[src/rtl/dht11_reader.sv]
// DHT11 single-wire reader.
// On an accepted sample_en it drives the host start pulse, follows the
// sensor acknowledge and decodes the 40 data bits by high-pulse width.
// After a checksum check it publishes humidity/temperature with a one-cycle
// data_valid strobe. The bus is only ever pulled low (dq_oe=1) or released.
module dht11_reader #(
  parameter int CYCLES_PER_US = 10,
  parameter int START_LOW_US  = 18000,
  parameter int BIT_THRESH_US = 50,
  parameter int TIMEOUT_US    = 200
) (
  input  logic        clk_in,
  input  logic        rst,
  input  logic        sample_en,
  input  logic        dq_in,
  output logic        dq_oe,
  output logic [15:0] humidity,
  output logic [15:0] temperature,
  output logic        data_valid,
  output logic        busy,
  output logic        err
);

  localparam int            PW        = (CYCLES_PER_US > 1) ? $clog2(CYCLES_PER_US) : 1;
  localparam logic [PW-1:0] PRESC_MAX = PW'(CYCLES_PER_US - 1);
  localparam logic [15:0]   START_US  = 16'(START_LOW_US);
  localparam logic [15:0]   THRESH_US = 16'(BIT_THRESH_US);
  localparam logic [15:0]   TMO_US    = 16'(TIMEOUT_US);

  typedef enum logic [3:0] {
    ST_IDLE      = 4'd0,
    ST_START_LOW = 4'd1,
    ST_WAIT_ACK  = 4'd2,
    ST_ACK_LOW   = 4'd3,
    ST_ACK_HIGH  = 4'd4,
    ST_BIT_LOW   = 4'd5,
    ST_BIT_HIGH  = 4'd6,
    ST_CHECK     = 4'd7
  } state_t;

  // Saturating increment for the microsecond phase counter.
  function automatic logic [15:0] sat_inc(input logic [15:0] v);
    logic [15:0] r;
    if (v == 16'hFFFF) begin
      r = v;
    end else begin
      r = v + 16'd1;
    end
    return r;
  endfunction

  // Sum of the four payload bytes modulo 256 must equal the last byte.
  function automatic logic checksum_ok(input logic [39:0] d);
    logic [7:0] sum;
    sum = d[39:32] + d[31:24] + d[23:16] + d[15:8];
    return (sum == d[7:0]);
  endfunction

  state_t        state_q, state_d;
  logic          dq_meta_q, dq_sync_q;
  logic          dq_s;
  logic [PW-1:0] presc_q, presc_d;
  logic [15:0]   us_cnt_q, us_cnt_d;
  logic [15:0]   us_inc_s;
  logic          tick_s;
  logic          state_change_s;
  logic          timeout_s;
  logic [5:0]    bit_idx_q, bit_idx_d;
  logic [39:0]   shift_q, shift_d;
  logic          seen_high_q, seen_high_d;
  logic [15:0]   hum_q, hum_d;
  logic [15:0]   temp_q, temp_d;
  logic          dv_q, dv_d;
  logic          err_q, err_d;
  logic          busy_q;
  logic          dq_oe_q;

  // Two-flop synchronizer for the asynchronous bus level; idles high like the pulled-up bus.
  always_ff @(posedge clk_in or posedge rst) begin
    if (rst) begin
      dq_meta_q <= 1'b1;
      dq_sync_q <= 1'b1;
    end else begin
      dq_meta_q <= dq_in;
      dq_sync_q <= dq_meta_q;
    end
  end

  assign dq_s   = dq_sync_q;
  assign tick_s = (presc_q == PRESC_MAX);

  // us_inc_s is the elapsed time in the phase including the current cycle, so a
  // pulse of exactly N us measures N in its last cycle and exits land on whole us.
  assign us_inc_s       = tick_s ? sat_inc(us_cnt_q) : us_cnt_q;
  assign timeout_s      = (us_inc_s >= TMO_US);
  assign state_change_s = (state_d != state_q);

  // Next-state logic for the transaction FSM and its datapath.
  always_comb begin
    state_d     = state_q;
    bit_idx_d   = bit_idx_q;
    shift_d     = shift_q;
    seen_high_d = seen_high_q;
    hum_d       = hum_q;
    temp_d      = temp_q;
    dv_d        = 1'b0;
    err_d       = err_q;
    case (state_q)
      ST_IDLE: begin
        if (sample_en) begin
          state_d = ST_START_LOW;
          err_d   = 1'b0;
        end else begin
          state_d = ST_IDLE;
        end
      end
      ST_START_LOW: begin
        if (us_inc_s >= START_US) begin
          state_d = ST_WAIT_ACK;
        end else begin
          state_d = ST_START_LOW;
        end
      end
      ST_WAIT_ACK: begin
        // Our own start pulse is still in the synchronizer right after release;
        // only a low that follows a seen high is the sensor acknowledge.
        if (timeout_s) begin
          state_d = ST_IDLE;
          err_d   = 1'b1;
        end else if (!dq_s && seen_high_q) begin
          state_d = ST_ACK_LOW;
        end else if (dq_s) begin
          seen_high_d = 1'b1;
        end else begin
          state_d = ST_WAIT_ACK;
        end
      end
      ST_ACK_LOW: begin
        if (timeout_s) begin
          state_d = ST_IDLE;
          err_d   = 1'b1;
        end else if (dq_s) begin
          state_d = ST_ACK_HIGH;
        end else begin
          state_d = ST_ACK_LOW;
        end
      end
      ST_ACK_HIGH: begin
        if (timeout_s) begin
          state_d = ST_IDLE;
          err_d   = 1'b1;
        end else if (!dq_s) begin
          state_d   = ST_BIT_LOW;
          bit_idx_d = 6'd0;
        end else begin
          state_d = ST_ACK_HIGH;
        end
      end
      ST_BIT_LOW: begin
        if (timeout_s) begin
          state_d = ST_IDLE;
          err_d   = 1'b1;
        end else if (dq_s) begin
          state_d = ST_BIT_HIGH;
        end else begin
          state_d = ST_BIT_LOW;
        end
      end
      ST_BIT_HIGH: begin
        if (timeout_s) begin
          state_d = ST_IDLE;
          err_d   = 1'b1;
        end else if (!dq_s) begin
          shift_d = {shift_q[38:0], (us_inc_s > THRESH_US)};
          if (bit_idx_q == 6'd39) begin
            state_d = ST_CHECK;
          end else begin
            bit_idx_d = bit_idx_q + 6'd1;
            state_d   = ST_BIT_LOW;
          end
        end else begin
          state_d = ST_BIT_HIGH;
        end
      end
      ST_CHECK: begin
        state_d = ST_IDLE;
        if (checksum_ok(shift_q)) begin
          hum_d  = shift_q[39:24];
          temp_d = shift_q[23:8];
          dv_d   = 1'b1;
        end else begin
          err_d = 1'b1;
        end
      end
      default: begin
        state_d = ST_IDLE;
      end
    endcase
    if (state_d != state_q) begin
      seen_high_d = 1'b0;
    end else begin
      seen_high_d = seen_high_d;
    end
  end

  // Prescaler and phase counter restart on every state change and rest in IDLE.
  always_comb begin
    presc_d  = presc_q;
    us_cnt_d = us_cnt_q;
    if (state_change_s || (state_q == ST_IDLE)) begin
      presc_d  = '0;
      us_cnt_d = 16'd0;
    end else if (tick_s) begin
      presc_d  = '0;
      us_cnt_d = us_inc_s;
    end else begin
      presc_d  = presc_q + {{(PW-1){1'b0}}, 1'b1};
      us_cnt_d = us_cnt_q;
    end
  end

  // State, counters and registered outputs; reset releases the bus at once.
  always_ff @(posedge clk_in or posedge rst) begin
    if (rst) begin
      state_q     <= ST_IDLE;
      presc_q     <= '0;
      us_cnt_q    <= 16'd0;
      bit_idx_q   <= 6'd0;
      shift_q     <= 40'd0;
      seen_high_q <= 1'b0;
      hum_q       <= 16'd0;
      temp_q      <= 16'd0;
      dv_q        <= 1'b0;
      err_q       <= 1'b0;
      busy_q      <= 1'b0;
      dq_oe_q     <= 1'b0;
    end else begin
      state_q     <= state_d;
      presc_q     <= presc_d;
      us_cnt_q    <= us_cnt_d;
      bit_idx_q   <= bit_idx_d;
      shift_q     <= shift_d;
      seen_high_q <= seen_high_d;
      hum_q       <= hum_d;
      temp_q      <= temp_d;
      dv_q        <= dv_d;
      err_q       <= err_d;
      busy_q      <= (state_d != ST_IDLE);
      dq_oe_q     <= (state_d == ST_START_LOW);
    end
  end

  assign dq_oe       = dq_oe_q;
  assign humidity    = hum_q;
  assign temperature = temp_q;
  assign data_valid  = dv_q;
  assign busy        = busy_q;
  assign err         = err_q;

endmodule

[config.mk]
export PLATFORM = sky130hd
export DESIGN_NAME = dht11_reader
export DESIGN_NICKNAME = d
export VERILOG_FILES = /design/src/rtl/dht11_reader.sv
export SDC_FILE = /design/constraint.sdc
export NUM_CORES = 1
export LEC_CHECK = 0
export ABC_AREA = 1
export CAP_MARGIN = 5
export CELL_PAD_IN_SITES_DETAIL_PLACEMENT = 0
export CELL_PAD_IN_SITES_GLOBAL_PLACEMENT = 1
export CORE_MARGIN = 4
export CORE_UTILIZATION = 45
export CTS_CLUSTER_SIZE = 20
export DETAILED_ROUTE_END_ITERATION = 8
export PLACE_DENSITY = 0.82
export RECOVER_POWER = 50
export SYNTH_ARGS = -nofsm -noshare
export SYNTH_HDL_FRONTEND = slang
export SYNTH_SLANG_ARGS = --single-unit
[constraint.sdc]
create_clock -name clk_in -period 4.5 [get_ports clk_in]
set_input_delay 0.9 -clock clk_in [delete_from_list [all_inputs] [get_ports clk_in]]
set_output_delay 0.9 -clock clk_in [all_outputs]
set_load 0.005 [all_outputs]
# == Word-level counts from Yosys, hierarchy flattened ==
# Index checks and enable logic that the tools add are counted.
# W data, S select, Z words.
# word_totals
output_inout_bits,36
in_bits,4
reg_bits,109
# op_classes
eq_ne,23
muxes,38
order_cmp,3
n_bitwise,2
addsub,6
reduce_logical,16
# op_table
cell,n
$mux W16,4
$mux W6,5
$mux W4,7
$pmux W4 S7,1
$add A8 B8 Y8,3
$ne A2 B2 Y1 const B,9
$add A16 B1 Y16 const B,1
$eq A16 B16 Y1 const B,1
$eq A4 B3 Y1 const B,4
$ge A16 B15 Y1 const B,1
$ge A16 B8 Y1 const B,1
$gt A16 B6 Y1 const B,1
$mux W1,12
$mux W3,4
$pmux W6 S2,1
$eq A4 B1 Y1 const B,2
$eq A4 B2 Y1 const B,2
$eq A8 B8 Y1,1
$reduce_and A4 Y1,2
$reduce_bool A2 Y1,4
$add A6 B1 Y6 const B,1
$eq A6 B6 Y1 const B,1
$mux W2,3
$reduce_and A6 Y1,1
other kinds (15),16

# == Logic depth before layout (Yosys ltp) ==
# Gate-level depths: netlist of the first run.
# logic_depth
word_depth,9
ltp_mapped,22
mapped_depth_nobuf,21

# == Worst setup path before layout of the first run ==
# Ideal clock, no wire load.
# synth_timing
kind,register to register
from,register shift_q[9]
to,"register hum_q[0], in the netlist humidity[0]"
stages_incl_launch_ff,14
required_ns,4.370
setup_slack_ns,1.076
n_path_buf,1
arrival_ns,3.295
synth_period_minus_slack_ns,3.424
setup_time_ns,0.130
cell_sequence,dfrtp_1 -> fa_1 -> fa_1 -> ha_1 -> inv_1 -> fa_1 -> o21ai_0 -> xor2_1 -> o21ai_0 -> nor4_1 -> nand2_1 -> clkbuf_1 -> nand2_1 -> o21ai_0
# synth_between
elab_chain_len,3
# synth_lines
element,line,text
start: declaration,69,"logic [39:0] shift_q, shift_d;"
start signal: assignment,242,shift_q <= shift_d;
$add A8 B8 Y8,55,sum = d[39:32] + d[31:24] + d[23:16] + d[15:8];
$eq A8 B8 Y1,56,return (sum == d[7:0]);
$reduce_and A2 Y1 (no source line),-,
end signal: assignment,244,hum_q <= hum_d;
end: declaration,71,"logic [15:0] hum_q, hum_d;"
# Every way passes these cells.
# A chain may end at the register's enable or synchronous reset.

# == Worst setup path in the final report of the first run ==
# layout_timing
from,register shift_q[9]
to,"register err_q, in the netlist err"
# layout_between
elab_chain_len,4
# layout_lines
element,line,text
$add A8 B8 Y8,55,
$eq A8 B8 Y1,56,
$ne A2 B2 Y1 (no source line),-,
$reduce_and A4 Y1 (no source line),-,
end signal: assignment,247,err_q <= err_d;
end: declaration,74,"logic err_q, err_d;"
# Every way passes these cells.

==> results of run 1 <==
-- flip-flops by register name, indices dropped and copies added, names as in the netlist, 4 cells and up --
register,count
shift_q,40
bit_idx_q,6
presc_q,4
state_q,4
us_cnt_q,16
humidity,16
temperature,16
-- final timing paths --
path	from	endpoint	slack [ns]
min in group asynchronous	rst	shift_q[34]$_DFFE_PP0P_	1.74
max in group asynchronous	rst	us_cnt_q[15]$_DFFE_PP0P_	1.22
worst min register to register	dq_meta_q$_DFF_PP1_	dq_s$_DFF_PP1_	0.37
worst max register to register	shift_q[9]$_DFFE_PP0P_	err$_DFFE_PP0P_	0.61
worst max-delay path	shift_q[9]$_DFFE_PP0P_	err$_DFFE_PP0P_	0.61
worst min-delay path	dq_meta_q$_DFF_PP1_	dq_s$_DFF_PP1_	0.37
-- routing by layer --
metal,global-route usage (%),part of all wire (%),vias up
li1,-,-,2297
met1,23.9,45,2160
met2,30.2,50,71
met3,3.59,3.7,11
met4,4.97,1.1,0
met5,0,0,-
-- final cells by class --
| class | instances | area (µm²) | share of cell area, % |
|---|---|---|---|
| clock inverters | 6 | 53.8 | 0.799 |
| inverters | 96 | 362 | 5.37 |
| well taps | 172 | 215 | 3.19 |
| repair buffers | 45 | 430 | 6.39 |
| multi-input cells | 480 | 2710 | 40.2 |
| flip-flops and latches | 109 | 2730 | 40.5 |
| clock buffers | 10 | 239 | 3.55 |
-- cell usage after synthesis, types with 2 or more instances --
cell	n
dfrtp_1	107
nand3_2	7
o211ai_1	2
o21ai_2	2
nand3_1	29
nor2_1	46
clkbuf_1	10
a21oi_1	10
xnor2_1	10
nor3b_1	2
ha_1	11
clkinv_1	3
o21ai_0	70
nor4_1	4
inv_2	5
xor2_1	13
buf_2	6
inv_1	88
a31oi_1	2
nand4_1	9
nor3_1	8
nand2_1	186
a21oi_2	2
o21ai_1	8
nor3_2	2
nor2_2	15
nand2_2	9
fa_1	14
dfstp_2	2
nor2_4	10
-- where the power goes --
group          internal [W]  switching (W)  leakage [nW]
clock              0.000402       0.000376         0.147
combinational     0.0000222      0.0000526          1.56
sequential         0.000988     0.00000742          1.51
-- cells by family (layout without fill, tap and decap cells) --
| kind of cell | Yosys count | in the layout |
|---|---|---|
| AND/OR/NAND/NOR | 330 | 330 |
| buffers and inverters | 113 | 157 |
| flip-flops | 109 | 109 |
| AO/OA/AOI/OAI | 100 | 100 |
| adder cells (fa/ha/maj) | 25 | 25 |
| XOR/XNOR | 23 | 23 |
| other | 1 | 2 |
-- critical path, cell delays in order (launching register included) --
cell,delay (ns)
dfrtp_1,0.42
fa_1,0.51
fa_1,0.52
ha_1,0.17
inv_1,0.05
fa_1,0.39
o21ai_0,0.28
xor2_1,0.20
inv_1,0.05
o21ai_0,0.16
nor4_1,0.08
nand2_2,0.17
buf_4,0.42
o2111ai_1,0.18
a21oi_1,0.16
-- stage by stage --
stage               setup slack, ns  cell area [µm²]  instances  total power, W
floorplan                     0.729             5870        702         0.00107
global placement              0.718             6450        902         0.00109
detailed placement            0.607             6450        902         0.00109
CTS                           0.581             6740        918         0.00188
global route                  0.285             6740        918         0.00193
finish                        0.610             6740        918         0.00185
==> flow_summary.toml, run 1 <==
[cts]
numCtsBuffers = 9
clock_latency_ns = 0.35
cts_sinks = 109
cts_root_buf = "clkbuf_16"
post_cts_resized = 0
cts_max_level = 3
ctsHoldBuffers = 0
cts_tree = "built"
clockBufferDepth = 2
clk_pin_slew_ns = 0.07
cts_setup_buffers = 0

[logic_synthesis]
synthArstFlopShare_pct = 100
yosys-mux-area-fraction_pct = 0
synth_flop_cell = "dfrtp_1"
synth_edf_count = 0
syn_inst = 701
synthXorXnorAreaFrac_pct = 3.43
syn_area_mm2 = 0.00587
avgSynthCellArea_um2 = 8.37
synth_top_cell_by_area = "dfrtp_1"
synth-simple-area-share_pct = 26.2
ys_seq_area_share_pct = 46.5
synth_compound_area_share_pct = 9.16
synth_top_family_by_area = "simple AND/OR/NAND/NOR gates"
synthAdderAreaFrac_pct = 7.12
synth_seq_cells = 109
synth_cell_type_count = 39
ys_warn_count = 0
synth.top_cell.area_share_pct = 45.6
synth_top_cells_by_area = "dfrtp_1 46%, nand2_1 12%, o21ai_0 6.0%"

[die]
die_h_um = 122
die_w_um = 122
rows = 41
coreArea_mm2 = 0.0127
die_area_mm2 = 0.0149
ioPinCount = 40
initial_utilization_pct = 46.1

[routing]
ant_nets = 0
first_pass_iters = 4
via_per_inst = 4.94
wirelength_um = 12300
vias = 4539
drt_iter0_markers = 238
routedWlPerCell_um = 13.4
drc_errors = 0

[flow_run]
drv_cap = 1

[global_routing]
grt_pass1_wl_um = 21400
grt_max_degree = 63
antenna_found_initial = 0
gr-usage-all-layers_pct = 18.0
grt_pass1_vias = 4479
grt_overflow = 0

[setup_path]
critPathLaunchType = "register"
r2r_cells = 14
worstPathRequired_ns = 4.78
cp_data_arrival_time_ns = 4.17
cp_max_fo = 52
path_class = "register to register"
cp-end-kind = "register"

[placement]
gp_congestion = 0.840
dpl.hpwl_um = 9270
port_buffers = 39

[final_layout]
fin_util_pct = 53.0
area_growth_pct = 14.8
antenna_cells = 0
mostFrequentLayoutCell = "nand2_1"
final_cell_mix = "185 x nand2_1, 107 x dfrtp_1, 87 x inv_1"
drive_gt1_share_pct = 10.9
n_fill_cell = 1247
layout.nets = 770

[outcome]
failed_checks = "capacitance limit, slew limit"
status = "complete, but fails checks"

[timing]
hold_slack_ns = 0.370
rsz0062_at_grt = "no"
max_slew.worst_pin.slew_ns = 2.64
slew_headroom_pct = -76.8
slew_viol_final = 63
final.setup_skew_ns = 0.0105
layout_min_cycle_time_ns = 3.89
setup_viol = 0
tns_ns = 0
fmax_mhz = 257
fin_crit_sh_pct = 86.4
timing_hold_violations_final = 0

[worst_hold_path]
min_path_type = "register to register"
holdPathStages = 0

[pwr]
power_density_mw_per_mm2 = 274
leakagePower_nw = 3.21
vdd_ir_drop_max_mv = 0.182
Note: power is estimated with default switching activity, not from simulation.
==> run 2: changes to the inputs <==
CTS_CLUSTER_DIAMETER = 80   (was not set)
SLEW_MARGIN = 25   (was not set)
==> results of run 2 <==
Same layout as run 1: the final DEF is identical, and so are final timing and power.
==> run 3: changes to the inputs <==
CTS_CLUSTER_DIAMETER = not set   (was 80)
==> results of run 3 <==
Same layout as run 1: the final DEF is identical, and so are final timing and power.
==> patch 1, RTL diff (settings of run 3) <==
`shift_q` no longer has a reset.
--- a/src/rtl/dht11_reader.sv
+++ b/src/rtl/dht11_reader.sv
@@ -226,7 +226,6 @@
       presc_q     <= '0;
       us_cnt_q    <= 16'd0;
       bit_idx_q   <= 6'd0;
-      shift_q     <= 40'd0;
       seen_high_q <= 1'b0;
       hum_q       <= 16'd0;
       temp_q      <= 16'd0;
@@ -239,7 +238,6 @@
       presc_q     <= presc_d;
       us_cnt_q    <= us_cnt_d;
       bit_idx_q   <= bit_idx_d;
-      shift_q     <= shift_d;
       seen_high_q <= seen_high_d;
       hum_q       <= hum_d;
       temp_q      <= temp_d;
@@ -250,6 +248,10 @@
     end
   end
 
+  always_ff @(posedge clk_in) begin
+    shift_q <= shift_d;
+  end
+
   assign dq_oe       = dq_oe_q;
   assign humidity    = hum_q;
   assign temperature = temp_q;
Function: no difference found for any inputs over 10 cycles, from zero or initial values and one cycle with rst high; that may be too few to reach the edited logic, so the function may still have changed.
==> patch 1 against run 3 <==
  * The flow still finishes with violations (capacitance limit, slew limit)
  * Sequential cell count unchanged
  * Core utilization increased by 1.2 points
  * Critical endpoint is now temperature[2]$_DFFE_PP0P_
  * Fmax increased by 6.1%
  * Highest routed layer unchanged
  * Design area decreased by 1.4%
  * Routed wire length decreased by 6.4%
  * Area after synthesis decreased by 2.3%
  * Setup slack improved by 0.22 ns
  * Power increased by 4.5%
==> patch 1: results (changes against run 3) <==
[placement]
routabilityCongestion=0.832  ; -0.92%
dpl-instance-area_um2=6330  ; -1.9%
place_hpwl_mm=8.38  ; -9.7%
dpl.cell_count=813  ; -9.9%

[yosys]
yosys.area_share.xor_xnor_pct=3.82  ; +0.38 points
ffs_w_async_s_r_synth_pct=63.3  ; -37 points
yosys-top-cells-area=dfrtp_1, edfxtp_1, nand2_1
synth-edff-count=40  ; +40
average_footprint_of_a_synthesized_cell_um2=9.41  ; +12%
synthesized_area_fraction_occupied_by_ao_oa_aoi_and_oai_cells_pct=2.83  ; -6.3 points
seq_area_frac_synth_pct=51.1  ; +4.6 points
synth.cells.most_frequent=nand2_1, dfrtp_1, inv_1, nor2_1, edfxtp_1
synth-warning-count=0  ; unchanged
synth_fa_ha_area_share_pct=7.28  ; +0.16 points
yosys.cell_types.count=42  ; +7.7%

[routing]
via_count=4116  ; -9.3%
routed_wirelength_mm=11.5  ; -6.4%
initialDrtViolationCount=346  ; +45%

[timing]
final.setup_skew_ns=0.0108  ; +0.000302 ns
worst_slew_margin_rel_pct=-39.2  ; +38 points
finalMaxSlewViolations=48  ; -24%

[setup_path]
timing.critical_path.arrival_ns=3.97  ; -0.20 ns
worstReg2RegStart=shift_q[9]$_DFFE_PP_
crit_path_max_fanout=33  ; -37%

[clocking]
cts-buffers-inserted=9  ; unchanged
clkTransAtPathRegs_ns=0.08
clock_tree.buffer_depth=2  ; unchanged
clock_root_buffer=clkbuf_16

[power]
power.leakage_nw=3.01  ; -6.1%
ir_worst_vdd_uv=174  ; -4.4%

[global_routing]
grt_max_degree=48  ; -24%
combined_global_route_utilization_of_all_metal_layers_pct=16.8  ; -1.2 points
global_route_wire_length_before_repair_mm=19.5  ; -9.1%
first_global_vias=3910  ; -13%

[job]
maxCapViolations=1  ; unchanged

[layout]
final_cell_count_no_fill=829  ; -9.7%
layout-drive-gt1-share_pct=13.5  ; +2.6 points
fillers=1117  ; -10%
nets=685  ; -11%
area_of_all_placed_cells_without_fillers_um2=6640  ; -1.4%

[run_status]
failed_checks=capacitance limit, slew limit
result_of_the_run=finished with violations

[worst_hold_path]
hold_path.startpoint=dq_meta_q$_DFF_PP1_

[patch 1: cell count changes after synthesis, sizes merged, moves of 3 or more]
cell,delta
a21oi,-4
clkbuf,-5
dfrtp,-40
edfxtp,+40
inv,-40
nand2,+23
nand3,+8
nand4,+5
nor3,-9
o21ai,-71
or2,+3
[patch 1: final timing paths]
path | endpoint | slack [ns] | cells after the start
min in group asynchronous | bit_idx_q[4]$_DFFE_PP0P_ | 1.53 | 2
worst max-delay path | temperature[2]$_DFFE_PP0P_ | 0.83 | 14
max in group asynchronous | state_q[1]$_DFF_PP0_ | 0.98 | 3
worst max register to register | temperature[2]$_DFFE_PP0P_ | 0.83 | 14
worst min-delay path | dq_s$_DFF_PP1_ | 0.36 | 0
worst min register to register | dq_s$_DFF_PP1_ | 0.36 | 0
[patch 1: cell type report]
cell class / instances / share of cell area (%)
Multi-Input combinational cell: 437 / 38.4
Sequential cell: 109 / 44.1
Tap cell: 168 / 3.16
Clock buffer: 9 / 3.39
Clock inverter: 7 / 1.36
Inverter: 55 / 3.20
Timing Repair Buffer: 44 / 6.39
[patch 1: power breakdown]
part / switching [mW] / leakage (nW) / internal [mW] / total, mW
Combinational: 0.0512 / 1.56 / 0.0236 / 0.0748
Clock: 0.415 / 0.150 / 0.402 / 0.817
Sequential: 0.00793 / 1.31 / 1.03 / 1.04
Total: 0.474 / 3.01 / 1.46 / 1.93
[patch 1: cell families (layout without fill, tap and decap cells)]
family	Yosys count	in the layout
compound gates	26	26
xor+xnor	25	25
fa+ha+maj	25	25
buf+inv	65	115
flops	109	109
other cells	1	2
simple gates	359	359
[patch 1: per-stage QoR]
step | utilization, % | worst slack [ns]
global placement | 51.6 | 0.913
CTS | 54.2 | 0.797
finish | 54.2 | 0.833
detailed placement | 51.6 | 0.837
floorplan | - | 0.596
global route | 54.2 | 0.428
[patch 1: routing by layer]
metal | global-route usage (%) | wire length [um] | up-vias
li1 | - | - | 2050
met1 | 24.2 | 5430 | 1974
met2 | 25.8 | 5390 | 78
met3 | 3.12 | 504 | 14
met4 | 5.74 | 174 | 0
met5 | 0 | 0 | -
==> patch 2, RTL diff (settings of run 3) <==
Made on the original files. `CYCLES_PER_US`: 10 -> 9.
--- a/src/rtl/dht11_reader.sv
+++ b/src/rtl/dht11_reader.sv
@@ -4,7 +4,7 @@
 // After a checksum check it publishes humidity/temperature with a one-cycle
 // data_valid strobe. The bus is only ever pulled low (dq_oe=1) or released.
 module dht11_reader #(
-  parameter int CYCLES_PER_US = 10,
+  parameter int CYCLES_PER_US = 9,
   parameter int START_LOW_US  = 18000,
   parameter int BIT_THRESH_US = 50,
   parameter int TIMEOUT_US    = 200
Formal check against the unedited RTL: no difference found for any inputs over 10 cycles, from zero or initial values and one cycle with rst high; that may be too few to reach the edited logic, so the function may still have changed.
==> patch 2 against run 3 <==
  * The flow still finishes with violations (capacitance limit, slew limit)
  * Via count is 0.79% higher
  * Sequential cell count unchanged
  * Setup slack improved by 0.15 ns
  * Power is 2.3% lower
  * Routed wire length increased by 2.8%
  * Design area shrank 0.45%
  * Cell count rose by 0.65%
  * Synthesized cell count up 1.3%
  * Worst hold slack lost 0.014 ns
  * Area after synthesis decreased by 0.45%
  * Critical endpoint is now temperature[15]$_DFFE_PP0P_
  * Largest power group unchanged
==> patch 2: results (changes against run 3) <==
[power]
total_switching_power_uw=398  ; -8.9%
power.leakage_nw=3.24  ; +0.87%
ir_worst_vdd_uv=241  ; +33%

[layout]
layout-drive-gt1-share_pct=8.24  ; -2.6 points
nets=778  ; +1.0%
final_cell_count_no_fill=924  ; +0.65%
fillers=1237  ; -0.80%

[timing]
worst_slew_margin_rel_pct=-62.9  ; +14 points
final.setup_skew_ns=0.00688  ; -0.00361 ns
finalMaxSlewViolations=64  ; +1.6%

[job]
maxCapViolations=1  ; unchanged

[yosys]
yosys-top-cells-area=dfrtp_1, nand2_1, o21ai_0
yosys.cell_types.count=40  ; +2.6%
average_footprint_of_a_synthesized_cell_um2=8.23  ; -1.7%
synth.cells.most_frequent=nand2_1, dfrtp_1, inv_1, o21ai_0, nor2_1
seq_area_frac_synth_pct=46.7  ; +0.21 points

[run_status]
failed_checks=capacitance limit, slew limit
result_of_the_run=finished with violations

[global_routing]
grt_max_degree=65  ; +3.2%
combined_global_route_utilization_of_all_metal_layers_pct=18.5  ; +0.53 points
global_route_wire_length_before_repair_mm=21.9  ; +2.3%

[routing]
via_count=4575  ; +0.79%
routed_wirelength_mm=12.6  ; +2.8%
initialDrtViolationCount=267  ; +12%

[setup_path]
timing.critical_path.arrival_ns=3.98  ; -0.19 ns
critPathSlowestCell=fa_1
crit_path_max_fanout=43  ; -17%

[placement]
dpl.cell_count=910  ; +0.89%
dpl-instance-area_um2=6440  ; -0.12%
place_hpwl_mm=9.43  ; +1.7%
routabilityCongestion=0.864  ; +2.9%

[clocking]
cts.repair_timing.setup_buffer_count=0  ; unchanged

## patch 2: worst max-delay path, delay by kind of cell, from the launching register on
kind	cells	cell delay [ns]
AO/OA/AOI/OAI	2	0.37
XOR/XNOR	2	0.33
adder cells (fa/ha/maj)	4	1.61
buffers and inverters	3	0.54
flip-flops	1	0.42
AND/OR/NAND/NOR	5	0.38
## patch 2: worst paths after layout
| check | from | endpoint | slack, ns | depth (start not counted) |
|---|---|---|---|---|
| min | dq_meta_q$_DFF_PP1_ | dq_s$_DFF_PP1_ | 0.36 | 0 |
| max | shift_q[9]$_DFFE_PP0N_ | temperature[15]$_DFFE_PP0P_ | 0.76 | 16 |
| max in group asynchronous | rst | us_cnt_q[8]$_DFFE_PP0P_ | 1.25 | 2 |
| max reg2reg | shift_q[9]$_DFFE_PP0N_ | temperature[15]$_DFFE_PP0P_ | 0.76 | 16 |
| min reg2reg | dq_meta_q$_DFF_PP1_ | dq_s$_DFF_PP1_ | 0.36 | 0 |
| min in group asynchronous | rst | temperature[6]$_DFFE_PP0P_ | 1.83 | 2 |
## patch 2: cells by family after synthesis
logic type | after synthesis | synth area share [%]
and+or+nand+nor | 342 | 26.0
buffers and inverters | 113 | 7.64
DFF | 109 | 46.7
AOI/OAI and AO/OA | 96 | 8.86
adders and majority gates | 25 | 7.15
xor gates and xnor gates | 24 | 3.60
other | 1 | 0.0642
## patch 2: through the flow
stage	setup WS (ns)	hold WS [ns]
after floorplan	0.729	0.345
after global placement	0.854	0.346
after detailed placement	0.763	0.347
after CTS	0.749	0.357
after global routing	0.345	0.365
final	0.763	0.356
## patch 2: final cells by class
type / count / area [um2] / area share (%)
clock inverters: 2 / 10.0 / 0.149
well taps: 172 / 215 / 3.21
flip-flops and latches: 109 / 2730 / 40.7
multi-input cells: 489 / 2680 / 39.9
clock buffers: 12 / 256 / 3.82
inverters: 95 / 357 / 5.32
repair buffers: 45 / 460 / 6.86
## patch 2: layer usage
metal  vias up  track usage [%]  part of all wire, %
li1       2317                -                    -
met1      2180             23.7                   46
met2        59             30.9                   49
met3        19             4.13                  3.1
met4         0             6.79                  2.6
met5         -                0                    0
## patch 2: power groups by stage
stage / Combinational [mW] / Sequential, mW / Clock, mW
5_1_grt: 0.0873 / 0.996 / 0.797
4_1_cts: 0.0805 / 0.996 / 0.753
3_3_place_gp: 0.0790 / 1.01 / 0
6_report: 0.0756 / 0.996 / 0.736
3_5_place_dp: 0.0803 / 1.01 / 0
2_1_floorplan: 0.0539 / 1.01 / 0
